<file path="config.mk">
export PLATFORM = sky130hd
export DESIGN_NAME = random_ready_picker
export DESIGN_NICKNAME = d
export VERILOG_FILES = /design/src/rtl/random_ready_picker.sv
export SDC_FILE = /design/constraint.sdc
export NUM_CORES = 1
export LEC_CHECK = 0
export ABC_AREA = 0
export CAP_MARGIN = 40
export CORE_UTILIZATION = 45
export CTS_CLUSTER_DIAMETER = 120
export CTS_CLUSTER_SIZE = 10
export DETAILED_ROUTE_END_ITERATION = 12
export PLACE_DENSITY = 0.73
export SLEW_MARGIN = 25
export SYNTH_ARGS = -nofsm -noshare
export SYNTH_HDL_FRONTEND = slang
export SYNTH_SLANG_ARGS = --single-unit
</file>
<file path="constraint.sdc">
create_clock -name clk -period 16.8 [get_ports clk]
set_clock_uncertainty 0.05 [all_clocks]
set_input_delay 4.2 -clock clk [delete_from_list [all_inputs] [get_ports clk]]
set_output_delay 4.2 -clock clk [all_outputs]
set_load 0.005 [all_outputs]
</file>
<file path="src/rtl/random_ready_picker.sv">
// Two-stage picker: fill mode issues sequential slot indices, shuffle mode picks a random ready slot.
// Optional macro PICK_EXCLUDE_EN suppresses repeat picks of a slot until its ready bit drops.
module random_ready_picker #(
  parameter int unsigned BS     = 16,
  parameter int unsigned RAND_W = 32,
  localparam int unsigned IDX_W = $clog2(BS)
) (
  input  logic              clk,
  input  logic              rst,
  input  logic              start,
  input  logic [BS-1:0]     cand_list,
  input  logic [RAND_W-1:0] rand_num,
  input  logic              out_ready,
  output logic              out_valid,
  output logic [IDX_W-1:0]  buffer_index,
  output logic [IDX_W:0]    ready_count
);

  localparam int unsigned CNT_W = IDX_W + 1;

  logic [BS-1:0]    s1_cand_q, s1_cand_d;
  logic [CNT_W-1:0] s1_rand_q, s1_rand_d;
  logic             s1_start_q, s1_start_d;
  logic             s1_valid_q, s1_valid_d;
  logic             out_valid_q, out_valid_d;
  logic [IDX_W-1:0] buffer_index_q, buffer_index_d;
  logic [CNT_W-1:0] ready_count_q, ready_count_d;
  logic [IDX_W-1:0] fill_ptr_q, fill_ptr_d;

  logic             adv_c;
  logic             hs_shuf_c;
  logic [BS-1:0]    excl_c;
  logic [BS-1:0]    eff_c;
  logic [CNT_W-1:0] cnt_c;
  logic [CNT_W-1:0] sel_c;
  logic [CNT_W-1:0] seen_c;
  logic [IDX_W-1:0] pick_c;
  logic             unused_rand_c;

`ifdef PICK_EXCLUDE_EN
  logic [BS-1:0] mask_q, mask_d;
  logic [BS-1:0] bypass_c;
`endif

  // Only the low CNT_W random bits feed the modulo; the rest are intentionally dropped.
  assign unused_rand_c = ^rand_num;

  always_comb begin
    adv_c     = !out_valid_q || out_ready;
    // A nonzero ready_count marks the current output as a shuffle-mode pick.
    hs_shuf_c = out_valid_q && out_ready && (ready_count_q != '0);
    excl_c    = '0;
`ifdef PICK_EXCLUDE_EN
    bypass_c  = hs_shuf_c ? (BS'(1) << buffer_index_q) : '0;
    excl_c    = mask_q | bypass_c;
    mask_d    = (mask_q | bypass_c) & cand_list;
`endif
    eff_c = s1_cand_q & ~excl_c;

    cnt_c = '0;
    for (int k = 0; k < BS; k++) begin
      cnt_c = cnt_c + CNT_W'(eff_c[k]);
    end
    sel_c = (cnt_c == '0) ? '0 : (s1_rand_q % cnt_c);

    // Walk set bits in ascending order; the sel_c-th one is the pick.
    seen_c = '0;
    pick_c = '0;
    for (int k = 0; k < BS; k++) begin
      if (eff_c[k]) begin
        if (seen_c == sel_c) pick_c = IDX_W'(k);
        seen_c = seen_c + CNT_W'(1);
      end
    end
  end

  always_comb begin
    s1_cand_d      = s1_cand_q;
    s1_rand_d      = s1_rand_q;
    s1_start_d     = s1_start_q;
    s1_valid_d     = s1_valid_q;
    out_valid_d    = out_valid_q;
    buffer_index_d = buffer_index_q;
    ready_count_d  = ready_count_q;
    fill_ptr_d     = fill_ptr_q;
    if (adv_c) begin
      s1_cand_d  = cand_list;
      s1_rand_d  = rand_num[IDX_W:0];
      s1_start_d = start;
      s1_valid_d = 1'b1;
      if (s1_valid_q) begin
        if (!s1_start_q) begin
          buffer_index_d = fill_ptr_q;
          out_valid_d    = 1'b1;
          fill_ptr_d     = fill_ptr_q + IDX_W'(1);
          ready_count_d  = '0;
        end else begin
          ready_count_d = cnt_c;
          if (cnt_c != '0) begin
            buffer_index_d = pick_c;
            out_valid_d    = 1'b1;
          end else begin
            out_valid_d = 1'b0;
          end
        end
      end
    end
  end

  always_ff @(posedge clk) begin
    if (rst) begin
      s1_cand_q      <= '0;
      s1_rand_q      <= '0;
      s1_start_q     <= 1'b0;
      s1_valid_q     <= 1'b0;
      out_valid_q    <= 1'b0;
      buffer_index_q <= '1;
      ready_count_q  <= '0;
      fill_ptr_q     <= '0;
`ifdef PICK_EXCLUDE_EN
      mask_q         <= '0;
`endif
    end else begin
      s1_cand_q      <= s1_cand_d;
      s1_rand_q      <= s1_rand_d;
      s1_start_q     <= s1_start_d;
      s1_valid_q     <= s1_valid_d;
      out_valid_q    <= out_valid_d;
      buffer_index_q <= buffer_index_d;
      ready_count_q  <= ready_count_d;
      fill_ptr_q     <= fill_ptr_d;
`ifdef PICK_EXCLUDE_EN
      mask_q         <= mask_d;
`endif
    end
  end

  assign out_valid    = out_valid_q;
  assign buffer_index = buffer_index_q;
  assign ready_count  = ready_count_q;

endmodule
</file>
# Word-level counts from Yosys, hierarchy flattened
# Index checks and enable logic that the tools add are counted.
dict set report totals {
  regBits 37
  inputBits 52
  output_inout_bits 10
}
dict set report op_classes {
  addsub 30
  div_mod_pow 1
  eq_ne 16
  mux 51
  bitwise 1
  reduce_logical 7
}
# operator n
set ops {}
lappend ops {{4-bit two-way mux} 30}
lappend ops {{5-bit two-way mux} 15}
lappend ops {{5-bit == test} 14}
lappend ops {{5-bit by 1-bit adder with 5-bit output, second input constant} 13}
lappend ops {{5-bit by 1-bit adder with 5-bit output} 11}
lappend ops {{3-bit AND reduction} 2}
lappend ops {{4-bit by 1-bit adder with 5-bit output} 1}
lappend ops {{1-bit by 5-bit == test with 1-bit output} 1}
lappend ops {{5-bit logical NOT} 1}
lappend ops {{5-bit by 5-bit remainder unit with 5-bit output} 1}
lappend ops {{1-bit two-way mux} 5}
lappend ops {{5-bit nonzero test} 1}
lappend ops {{3-bit by 1-bit adder with 4-bit output} 1}
lappend ops {{4-bit by 1-bit adder with 4-bit output, second input constant} 1}
lappend ops {{2-bit by 1-bit adder with 3-bit output} 1}
lappend ops {{1-bit by 1-bit adder with 2-bit output} 1}
lappend ops {{1-bit by 1-bit adder with 2-bit output, second input constant} 1}
lappend ops {{2-bit two-way mux} 1}
lappend ops {{2-bit by 1-bit inequality test with 1-bit output, second input constant} 1}
lappend ops {{2-bit AND reduction} 1}
lappend ops {{1-bit logical NOT} 1}
lappend ops {{1-bit logical OR} 1}
lappend ops {{1-bit inverter} 1}

# Depth between registers and ports, before layout
# Gate-level depths: netlist of the first run.
dict set report logic_depth {
  word_depth 50
  depth_mapped 49
  mapped_depth_nobuf 47
}

# Worst setup path after synthesis of the first run
# No wires, ideal clock.
dict set report synth_path {
  path_kind {register -> register}
  from {register s1_cand_q[13], in the netlist eff_c[13]}
  to {register buffer_index_q[1], in the netlist buffer_index[1]}
  setup_time_ns 0.124
  arrival_ns 10.758
  t_required_ns 16.626
  path_slack_ns 5.869
  path_stages_with_launch 49
  n_path_buf 2
  period_less_slack_ns 10.931
  cell_sequence {dfxtp_1 clkbuf_1 clkinv_1 fa_1 inv_1 fa_1 fa_1 inv_1 fa_1 inv_1 ha_1 inv_1 fa_1 or4b_1 o21ai_2 and3_1 nor2_1 ha_1 [13 not listed] nor4b_1 a311o_1 ha_1 o21a_1 o31a_1 o22a_1 nand2_1 o22ai_1 clkbuf_1 xnor2_1 nand3_1 o31ai_1 nand4_1 o21ai_0 a21oi_1 a311o_1 a211oi_1 a21oi_1}
}
dict set report synth_between {
  elab_chain_len 36
  elab_cells_between_ends 56
  classes_between {add/sub (4); div (1); eq/ne (15); mux (33); reduce/logical (3)}
}
# element line
set synth_rtl {}
lappend synth_rtl {{start: declaration} 21} ;# logic [BS-1:0] s1_cand_q, s1_cand_d;
lappend synth_rtl {{start signal: assignment} 124} ;# s1_cand_q <= s1_cand_d;
lappend synth_rtl {{5-bit by 1-bit adder with 5-bit output (3 in series)} 62} ;# cnt_c = cnt_c + CNT_W'(eff_c[k]);
lappend synth_rtl {{5-bit by 5-bit remainder unit with 5-bit output or 5-bit logical NOT (tied branches)} 64} ;# sel_c = (cnt_c == '0) ? '0 : (s1_rand_q % cnt_c);
lappend synth_rtl {{5-bit two-way mux} 64}
lappend synth_rtl {{5-bit == test} 71} ;# if (seen_c == sel_c) pick_c = IDX_W'(k);
lappend synth_rtl {{4-bit two-way mux} 71}
lappend synth_rtl {{4-bit two-way mux} 70} ;# if (eff_c[k]) begin
lappend synth_rtl {{4-bit two-way mux} 71}
lappend synth_rtl {{4-bit two-way mux} 70}
lappend synth_rtl {{[18 not listed]} --}
lappend synth_rtl {{4-bit two-way mux} 71}
lappend synth_rtl {{4-bit two-way mux} 70}
lappend synth_rtl {{4-bit two-way mux} 71}
lappend synth_rtl {{4-bit two-way mux} 70}
lappend synth_rtl {{4-bit two-way mux} 71}
lappend synth_rtl {{4-bit two-way mux} 70}
lappend synth_rtl {{4-bit two-way mux} 99} ;# if (cnt_c != '0) begin
lappend synth_rtl {{4-bit two-way mux} 92} ;# if (!s1_start_q) begin
lappend synth_rtl {{end signal: assignment} 129} ;# buffer_index_q <= buffer_index_d;
lappend synth_rtl {{end: declaration} 26} ;# logic [IDX_W-1:0] buffer_index_q, buffer_index_d;
# Parallel ways exist; a longest one is shown, timed or not. The select of a mux whose other input is x is not followed.
# A chain may end at the register's enable or synchronous reset.

# Worst setup path in the final report of the first run
dict set report layout_path {
  from {register s1_cand_q[13], in the netlist eff_c[13]}
  to {register buffer_index_q[0], in the netlist buffer_index[0]}
}
dict set report layout_between {
  elab_chain_len 38
  elab_cells_between_ends 59
  classes_between {add/sub (4); div (1); eq/ne (16); mux (35); reduce/logical (3)}
}
# element line
set layout_rtl {}
lappend layout_rtl {{5-bit by 1-bit adder with 5-bit output (3 in series)} 62}
lappend layout_rtl {{5-bit by 5-bit remainder unit with 5-bit output or 5-bit logical NOT (tied branches)} 64}
lappend layout_rtl {{5-bit two-way mux} 64}
lappend layout_rtl {{1-bit by 5-bit == test with 1-bit output} 71}
lappend layout_rtl {{1-bit two-way mux} 71}
lappend layout_rtl {{1-bit two-way mux} 70}
lappend layout_rtl {{4-bit two-way mux} 71}
lappend layout_rtl {{4-bit two-way mux} 70}
lappend layout_rtl {{[20 not listed]} --}
lappend layout_rtl {{4-bit two-way mux} 71}
lappend layout_rtl {{4-bit two-way mux} 70}
lappend layout_rtl {{4-bit two-way mux} 71}
lappend layout_rtl {{4-bit two-way mux} 70}
lappend layout_rtl {{4-bit two-way mux} 71}
lappend layout_rtl {{4-bit two-way mux} 70}
lappend layout_rtl {{4-bit two-way mux} 99}
lappend layout_rtl {{4-bit two-way mux} 92}
# Parallel ways exist; a longest one is shown, timed or not. The select of a mux whose other input is x is not followed.

==> results of run 1 <==
[routing by layer]
layer  GRT usage (%)  wire length (um)  up-vias
li1                -                 -     2367
met1            30.5              6040     2272
met2            40.1              6220      110
met3            2.90               522       25
met4            8.67               276        0
met5               0                 0        -
[area by class of cell]
class / count / area, um^2
Fill cell: 1016 / 5200
Clock inverter: 3 / 68.8
Timing Repair Buffer: 42 / 395
Clock buffer: 5 / 125
Sequential cell: 37 / 741
Multi-Input combinational cell: 551 / 4200
Inverter: 45 / 169
Tap cell: 140 / 175
[worst paths after layout]
path / to / cells after the start
hold reg to reg: ready_count[4] / 2
setup / recovery: buffer_index[0] / 46
setup reg to reg: buffer_index[0] / 46
hold / removal: ready_count[4] / 2
[layout by cell type, fill, tap and decap left out, drive strengths merged, types with 16 or more instances in the layout]
cell type / n
nand2: 94
xnor2: 66
a21oi: 52
inv: 45
xor2: 42
dfxtp: 37
ha: 36
clkdlybuf4s50: 34
nor2: 32
o21ai: 22
nand3: 17
nor3: 16
[worst register-to-register path: cells and delay by family (launching register included)]
| kind | cells | cell delay (ns) |
|---|---|---|
| XOR/XNOR | 1 | 0.16 |
| AND/OR/NAND/NOR | 10 | 2.53 |
| flip-flops | 1 | 0.47 |
| buffers and inverters | 6 | 0.73 |
| adder cells (fa/ha/maj) | 10 | 3.87 |
| AO/OA/AOI/OAI | 18 | 3.82 |
| multiplexers | 1 | 0.29 |
[logic make-up (layout without fill, tap and decap cells)]
family                     after synthesis  in the layout
DFF                                     37             37
and+or+nand+nor                        228            228
xor gates and xnor gates               116            116
adders and majority gates               47             47
AOI/OAI and AO/OA                      146            146
muxes                                   14             14
buffers and inverters                   76             95
[metrics by stage]
stage	area, um^2	hold slack [ns]
2_1_floorplan	5230	0.393
3_3_place_gp	5660	0.394
3_5_place_dp	5670	0.407
4_1_cts	5860	0.420
5_1_grt	5870	0.429
6_report	5870	0.416
[sequential cells by signal, indices dropped and copies added, names as in the netlist]
signal / count
fill_ptr_q: 4
out_valid: 1
buffer_index: 4
s1_rand_q: 5
eff_c: 16
s1_start_q: 1
ready_count: 5
s1_valid_q: 1
==> impl_metrics.yaml, run 1 <==
logic_synthesis:
  synth_top_area_cell: "dfxtp_1"
  synthFlopType: "dfxtp_1"
  ys_top_cells_by_area: "dfxtp_1 14%, xnor2_1 10%, ha_1 8.6%"
  yosys.cell_types.count: 86
  synth.top_cell.area_share_pct: 14.2
  synth-simple-area-share_pct: 21.9
  synth_compound_area_share_pct: 18.9
  synth_xor_area_share_pct: 23.1
  yosysSeqAreaShare_pct: 14.2
  synth_common_cells: "93 x nand2_1, 62 x xnor2_1, 52 x a21oi_1"
  synth-seq-cells: 37
  yosysWarnings: 0
  syn_area_um2: 5230
  synth_edf_count: 0
  async_reset_ff_share_pct: 0
  synth.most_common_cell: "nand2_1"
  synthAdderAreaFrac_pct: 12.8
  synth_top_family_by_area: "XOR/XNOR gates"
  synth_nets: 763
  muxShareOfSynthArea_pct: 3.30
  synthCells: 664
  avgSynthCellArea_um2: 7.87
sta:
  rsz0062_at_grt: "false"
  setup_viol: 0
  slew_violations: 0
  timing.fmax_mhz: 82.9
  finalCritPeriodShare_pct: 71.8
  fin_crit_ns: 12.06
  worst_slew_pin_slew_ns: 0.798
  setup_tns_ns: 0
  fin_ws_ns: 4.74
  hold_viol: 0
  slew_headroom_pct: 46.8
clock_tree:
  htree_levels: 2
  cts_setup_buffers: 0
  ctsResizeCount: 0
  cts_buffer_depth: 2
  cts_tree: "yes"
  path_clk_slew_ns: 0.07
  numCtsBuffers: 5
  clock_sink_count: 37
  clk_latency_ns: 0.30
  cts_hold_buffers: 0
  cts-root-buf: "clkbuf_16"
global_routing:
  grt_pass1_wl_um: 22300
  grtUsageTotal_pct: 23.6
  overflow: 0
  antenna_found_initial: 0
  grt_pass1_vias: 4694
  grt_max_degree: 40
hold_path:
  min-delay-start: "ready_count[4]"
  hold_path_class: "flip-flop to flip-flop"
layout:
  nets: 781
  area_growth_pct: 12.3
  finish.utilization_pct: 53.0
  fin_cells: 823
  diodes: 0
  drive_gt1_share_pct: 7.91
detailed_routing:
  vias: 4774
  drtAntennaViolNets: 0
  dr.pass1.iters: 4
  drt_wl_total_um: 13100
  wl_per_cell_um: 15.9
  vias_per_cell: 5.80
  drc: 0
  drt_iter0_markers: 208
floorplanning:
  io_pins: 62
  rows: 38
  die_w_um: 110
  chipHeight_um: 110
  start_util_pct: 47.2
  core-area_um2: 11100
  dieArea_um2: 12100
setup_path:
  timing.reg2reg.setup_slack_ns: 4.74
  required_ns: 16.94
  critPathSlowestCell: "nor4_1"
  cp.arrival_ns: 12.20
  crit_buf_inv: 6
  crit_start: "eff_c[13]"
  cp-end-kind: "flip-flop"
  path_delay_family: "adder cells"
  worst_setup_path_start_kind: "flip-flop"
  cp_max_fo: 11
  reg2reg_from: "eff_c[13]"
  max_stage_delay_ns: 0.59
  path_class: "flip-flop to flip-flop"
status:
  status: "finished, final reports clean"
flow_run:
  drv_cap: 0
placed_design:
  gp_congestion: 0.886
  dp_slack_ns: 4.93
  io_buffers: 34
  dp.cells: 813
  hpwl_um: 9880
Power of run 1 is left out: the tool's default activity adds up to more than one toggle a clock period on the data nets, which glitch-free logic cannot reach.
==> inputs of run 2 (changes only) <==
--- a/config.mk
+++ b/config.mk
@@ -11,7 +11,7 @@
 export CTS_CLUSTER_DIAMETER = 120
 export CTS_CLUSTER_SIZE = 10
 export DETAILED_ROUTE_END_ITERATION = 12
-export PLACE_DENSITY = 0.73
+export PLACE_DENSITY = 0.75
 export SLEW_MARGIN = 25
 export SYNTH_ARGS = -nofsm -noshare
 export SYNTH_HDL_FRONTEND = slang
==> constraint.sdc (replaced) <==
create_clock -name clk -period 9.9 [get_ports clk]
set_clock_uncertainty 0.05 [all_clocks]
set_input_delay 2.475 -clock clk [delete_from_list [all_inputs] [get_ports clk]]
set_output_delay 2.475 -clock clk [all_outputs]
set_load 0.005 [all_outputs]
==> run 2 against run 1 <==
  * The run now ends with negative setup slack left
  * Die area unchanged
  * Clock-buffer cell count unchanged
  * Final cell count rose by 16%
  * Register-to-register slack got worse by 5.3 ns
  * Global-route usage rose by 3.6 points
  * Sequential cell count is the same
  * Critical path type unchanged
==> impl_metrics.yaml, run 2 (synthesis results as in run 1) <==
status:
  status: "finished with violations"
  violations: "negative setup slack"
detailed_routing:
  drt_iter0_markers: 266
  drtAntennaViolNets: 0
  drc: 0
  dr.pass1.iters: 4
  vias: 5419
  vias_per_cell: 5.69
  wl_per_cell_um: 17.0
  drt_wl_total_um: 16200
layout:
  fillCellCount: 873
  drive_gt1_share_pct: 30.8
  final_cell_mix: "126 x buf_4, 91 x nand2_1, 59 x xnor2_1"
  nets: 910
  mostFrequentLayoutCell: "buf_4"
  diodes: 0
  largest_register_ffs: 16
  finish.utilization_pct: 65.9
  area_growth_pct: 39.6
global_routing:
  antenna_found_initial: 0
  grtUsageMet2_pct: 49.9
  grt_pass1_wl_um: 25600
  grt-busiest-layer: "met2"
  grt_max_degree: 39
  met1_usage_pct: 31.6
  grt_util_met3_pct: 3.73
  grt_pass1_vias: 5475
  grtUsageTotal_pct: 27.2
  overflow: 0
setup_path:
  cp-end-kind: "flip-flop"
  max_stage_delay_ns: 0.60
  worst_setup_path_start_kind: "flip-flop"
  cp_max_fo: 4
  critPathSlowestCell: "fa_1"
  cp.arrival_ns: 10.65
  path_class: "flip-flop to flip-flop"
  crit_buf_inv: 9
  required_ns: 10.03
  path_delay_family: "adder cells"
sta:
  hold_viol: 0
  worst_slew_pin_slew_ns: 0.615
  slew_violations: 0
  finalCritPeriodShare_pct: 106
  timing.fmax_mhz: 95.1
  fin_crit_ns: 10.51
  setup_viol: 4
  slew_headroom_pct: 58.7
  rsz0062_at_grt: "true"
  fin_ws_ns: -0.613
clock_tree:
  path_clk_slew_ns: 0.06
  clock_sink_count: 37
  cts_buffer_depth: 2
  numCtsBuffers: 5
  cts-root-buf: "clkbuf_16"
  clk_latency_ns: 0.29
  cts_tree: "yes"
  htree_levels: 2
floorplanning:
  start_util_pct: 47.2
  io_pins: 62
  die_w_um: 110
  rows: 38
  chipHeight_um: 110
  dieArea_um2: 12100
  core-area_um2: 11100
placed_design:
  gp_congestion: 0.884
  io_buffers: 34
  hpwl_um: 11600
  dp_slack_ns: -0.828
hold_path:
  hold_path_class: "flip-flop to flip-flop"
flow_run:
  drv_cap: 0
run 2: cell types whose count changed in the layout (fill, tap and decap cells not counted), sizes merged:
| cell | change |
|---|---|
| buf | +129 |
| bufinv | -1 |
| clkinv | +1 |
| clkinvlp | +1 |
| inv | -1 |
run 2: what timing repair did:
item,in CTS,in global routing
setup buffers,17,13
hold buffers,0,0
hold endpoints to repair,0,0
pin swaps,44,24
gates resized for setup,38,26
gates cloned,0,1
setup endpoints to repair,4,4
run 2: per-stage QoR:
| step | TNS [ns] | hold slack [ns] | cell area [um^2] | std cells |
|---|---|---|---|---|
| floorplan | -0.562 | 0.393 | 5440 | 664 |
| global placement | -2.12 | 0.395 | 6560 | 912 |
| detailed placement | -3.11 | 0.406 | 6570 | 913 |
| CTS | -1.59 | 0.419 | 7060 | 937 |
| global route | -3.65 | 0.422 | 7300 | 952 |
| finish | -2.34 | 0.420 | 7300 | 952 |
run 2: final timing paths:
path                start               to  slack (ns)  cells past startpoint
max              eff_c[3]  buffer_index[0]       -0.61                     48
min          s1_rand_q[1]     s1_rand_q[1]        0.42                      2
max reg2reg      eff_c[3]  buffer_index[0]       -0.61                     48
min reg2reg  s1_rand_q[1]     s1_rand_q[1]        0.42                      2
run 2: worst min-delay path: stages (launching register included):
cell and delay [ns]:
dfxtp_1 0.32, nand2_1 0.06, a21oi_1 0.05
run 2: layout make-up:
type	count	area [um^2]	area share (%)
Multi-Input combinational cell	551	4620	63.3
Timing Repair Buffer	171	1400	19.2
Sequential cell	37	747	10.2
Inverter	45	181	2.49
Tap cell	140	175	2.40
Clock buffer	5	125	1.71
Clock inverter	3	46.3	0.634
run 2: metal layers:
layer | share of wire (%) | vias up | routed length (um)
li1 | - | 2621 | -
met1 | 40 | 2588 | 6520
met2 | 52 | 166 | 8350
met3 | 4.7 | 44 | 757
met4 | 3.5 | 0 | 566
met5 | 0 | - | 0
Power of run 2 is left out for the same reason.
==> inputs of run 3 (changes only) <==
--- a/config.mk
+++ b/config.mk
@@ -16,3 +16,4 @@
 export SYNTH_ARGS = -nofsm -noshare
 export SYNTH_HDL_FRONTEND = slang
 export SYNTH_SLANG_ARGS = --single-unit
+export TNS_END_PERCENT = 5
==> run 3 against run 2 <==
  * The run still ends with negative setup slack left
  * Die area did not move
  * Critical path depth fell by 3
  * Global-route usage fell by 1.6 points
  * Critical endpoint unchanged
  * Largest cell class unchanged
==> impl_metrics.yaml, run 3 (synthesis results as in run 1) <==
floorplanning:
  dieArea_um2: 12100
  die_w_um: 110
  io_pins: 62
  chipHeight_um: 110
  start_util_pct: 47.2
  core-area_um2: 11100
  rows: 38
setup_path:
  reg2reg_from: "eff_c[13]"
  cp_max_fo: 6
  worstReg2RegEnd: "buffer_index[0]"
  path_class: "flip-flop to flip-flop"
  reg2reg_depth: 45
  cp.arrival_ns: 10.71
  required_ns: 10.02
  critPathSlowestCell: "fa_1"
  timing.reg2reg.setup_slack_ns: -0.69
  worst_setup_path_start_kind: "flip-flop"
  cp-end-kind: "flip-flop"
  max_stage_delay_ns: 0.56
  cpMostUsedCell: "ha_4"
layout:
  fillCellCount: 918
  diodes: 0
  largest_register_ffs: 16
  nets: 893
  mostFrequentLayoutCell: "buf_4"
  drive_gt1_share_pct: 27.6
  finish.utilization_pct: 63.7
  fin_cells: 934
  multi_input_area_um2: 4550
  final_cell_mix: "118 x buf_4, 93 x nand2_1, 60 x xnor2_1"
  regArea_um2: 746
  area_growth_pct: 35.0
hold_path:
  worst_hold_path.endpoint: "ready_count[2]"
  hold_path_class: "flip-flop to flip-flop"
  hold_path_depth: 2
  min-delay-start: "ready_count[2]"
global_routing:
  grt_pass1_vias: 5275
  grtUsageTotal_pct: 25.6
  grt_max_degree: 40
  overflow: 0
  grt_pass1_wl_um: 24300
  antenna_found_initial: 0
detailed_routing:
  dr.pass1.iters: 5
  drc: 0
  drt_wl_total_um: 15300
  vias_per_cell: 5.63
  drt_iter0_markers: 265
  vias: 5255
  wl_per_cell_um: 16.4
  drtAntennaViolNets: 0
clock_tree:
  numCtsBuffers: 5
  cts-root-buf: "clkbuf_16"
  cts_hold_buffers: 0
  htree_levels: 2
  cts_buffer_depth: 2
  clk_latency_ns: 0.28
  path_clk_slew_ns: 0.06
  clock_sink_count: 37
  cts_tree: "yes"
sta:
  timing.fmax_mhz: 94.4
  fin_crit_ns: 10.59
  rsz0062_at_grt: "true"
  slew_headroom_pct: 49.0
  setup_viol: 4
  worst_slew_pin_slew_ns: 0.754
  holdWs_ns: 0.408
  slew_violations: 0
  finalCritPeriodShare_pct: 107
  hold_viol: 0
  fin_ws_ns: -0.689
flow_run:
  drv_cap: 0
placed_design:
  dp.cells: 909
  hpwl_um: 11600
  io_buffers: 34
  gp_congestion: 0.901
status:
  violations: "negative setup slack"
  status: "finished with violations"
## run 3: stage by stage
step / TNS (ns) / worst slack (ns) / area (um^2)
global route: -3.65 / -0.996 / 7060
floorplan: -0.739 / -0.226 / 5390
global placement: -1.75 / -0.508 / 6490
detailed placement: -2.70 / -0.758 / 6510
CTS: -1.83 / -0.462 / 6780
finish: -2.42 / -0.689 / 7060
## run 3: layout make-up
class / count / area share (%)
tap: 140 / 2.48
sequential: 37 / 10.6
timing repair buffer: 154 / 17.8
clock inverter: 2 / 0.496
clock buffer: 5 / 1.77
multi-input combinational: 551 / 64.4
inverter: 45 / 2.46
## run 3: worst max-delay path by stage
| stage | start | end | slack, ns | depth (start not counted) |
|---|---|---|---|---|
| global placement | eff_c[0] | buffer_index[0] | -0.51 | 47 |
| floorplan | eff_c[13] | buffer_index[1] | -0.23 | 46 |
| finish | eff_c[13] | buffer_index[0] | -0.69 | 45 |
| detailed placement | eff_c[0] | buffer_index[0] | -0.76 | 47 |
| global route | eff_c[13] | buffer_index[0] | -1.0 | 45 |
| CTS | eff_c[0] | buffer_index[0] | -0.46 | 45 |
## run 3: timing repair
action	4_1_cts	5_1_grt
gates cloned	0	0
pin swaps	14	45
endpoints found under the setup margin	4	4
gates resized for setup	12	41
buffers inserted	6	12
## run 3: critical path: cells and delay by family (launching register included)
family,cells,cell delay [ns]
flip-flops,1,0.35
adder cells (fa/ha/maj),10,3.57
buffers and inverters,6,0.47
AO/OA/AOI/OAI,18,3.56
multiplexers,1,0.33
XOR/XNOR,1,0.14
AND/OR/NAND/NOR,9,2.02
## run 3: routing by layer
metal  global-route usage [%]  vias up  routed length, um
met1                     30.5     2493               6460
met2                     46.5      132               7880
met4                     11.0        0                488
met3                     2.25       38                514
li1                         -     2592                  -
met5                        0        -                  0
Power of run 3 is left out for the same reason.
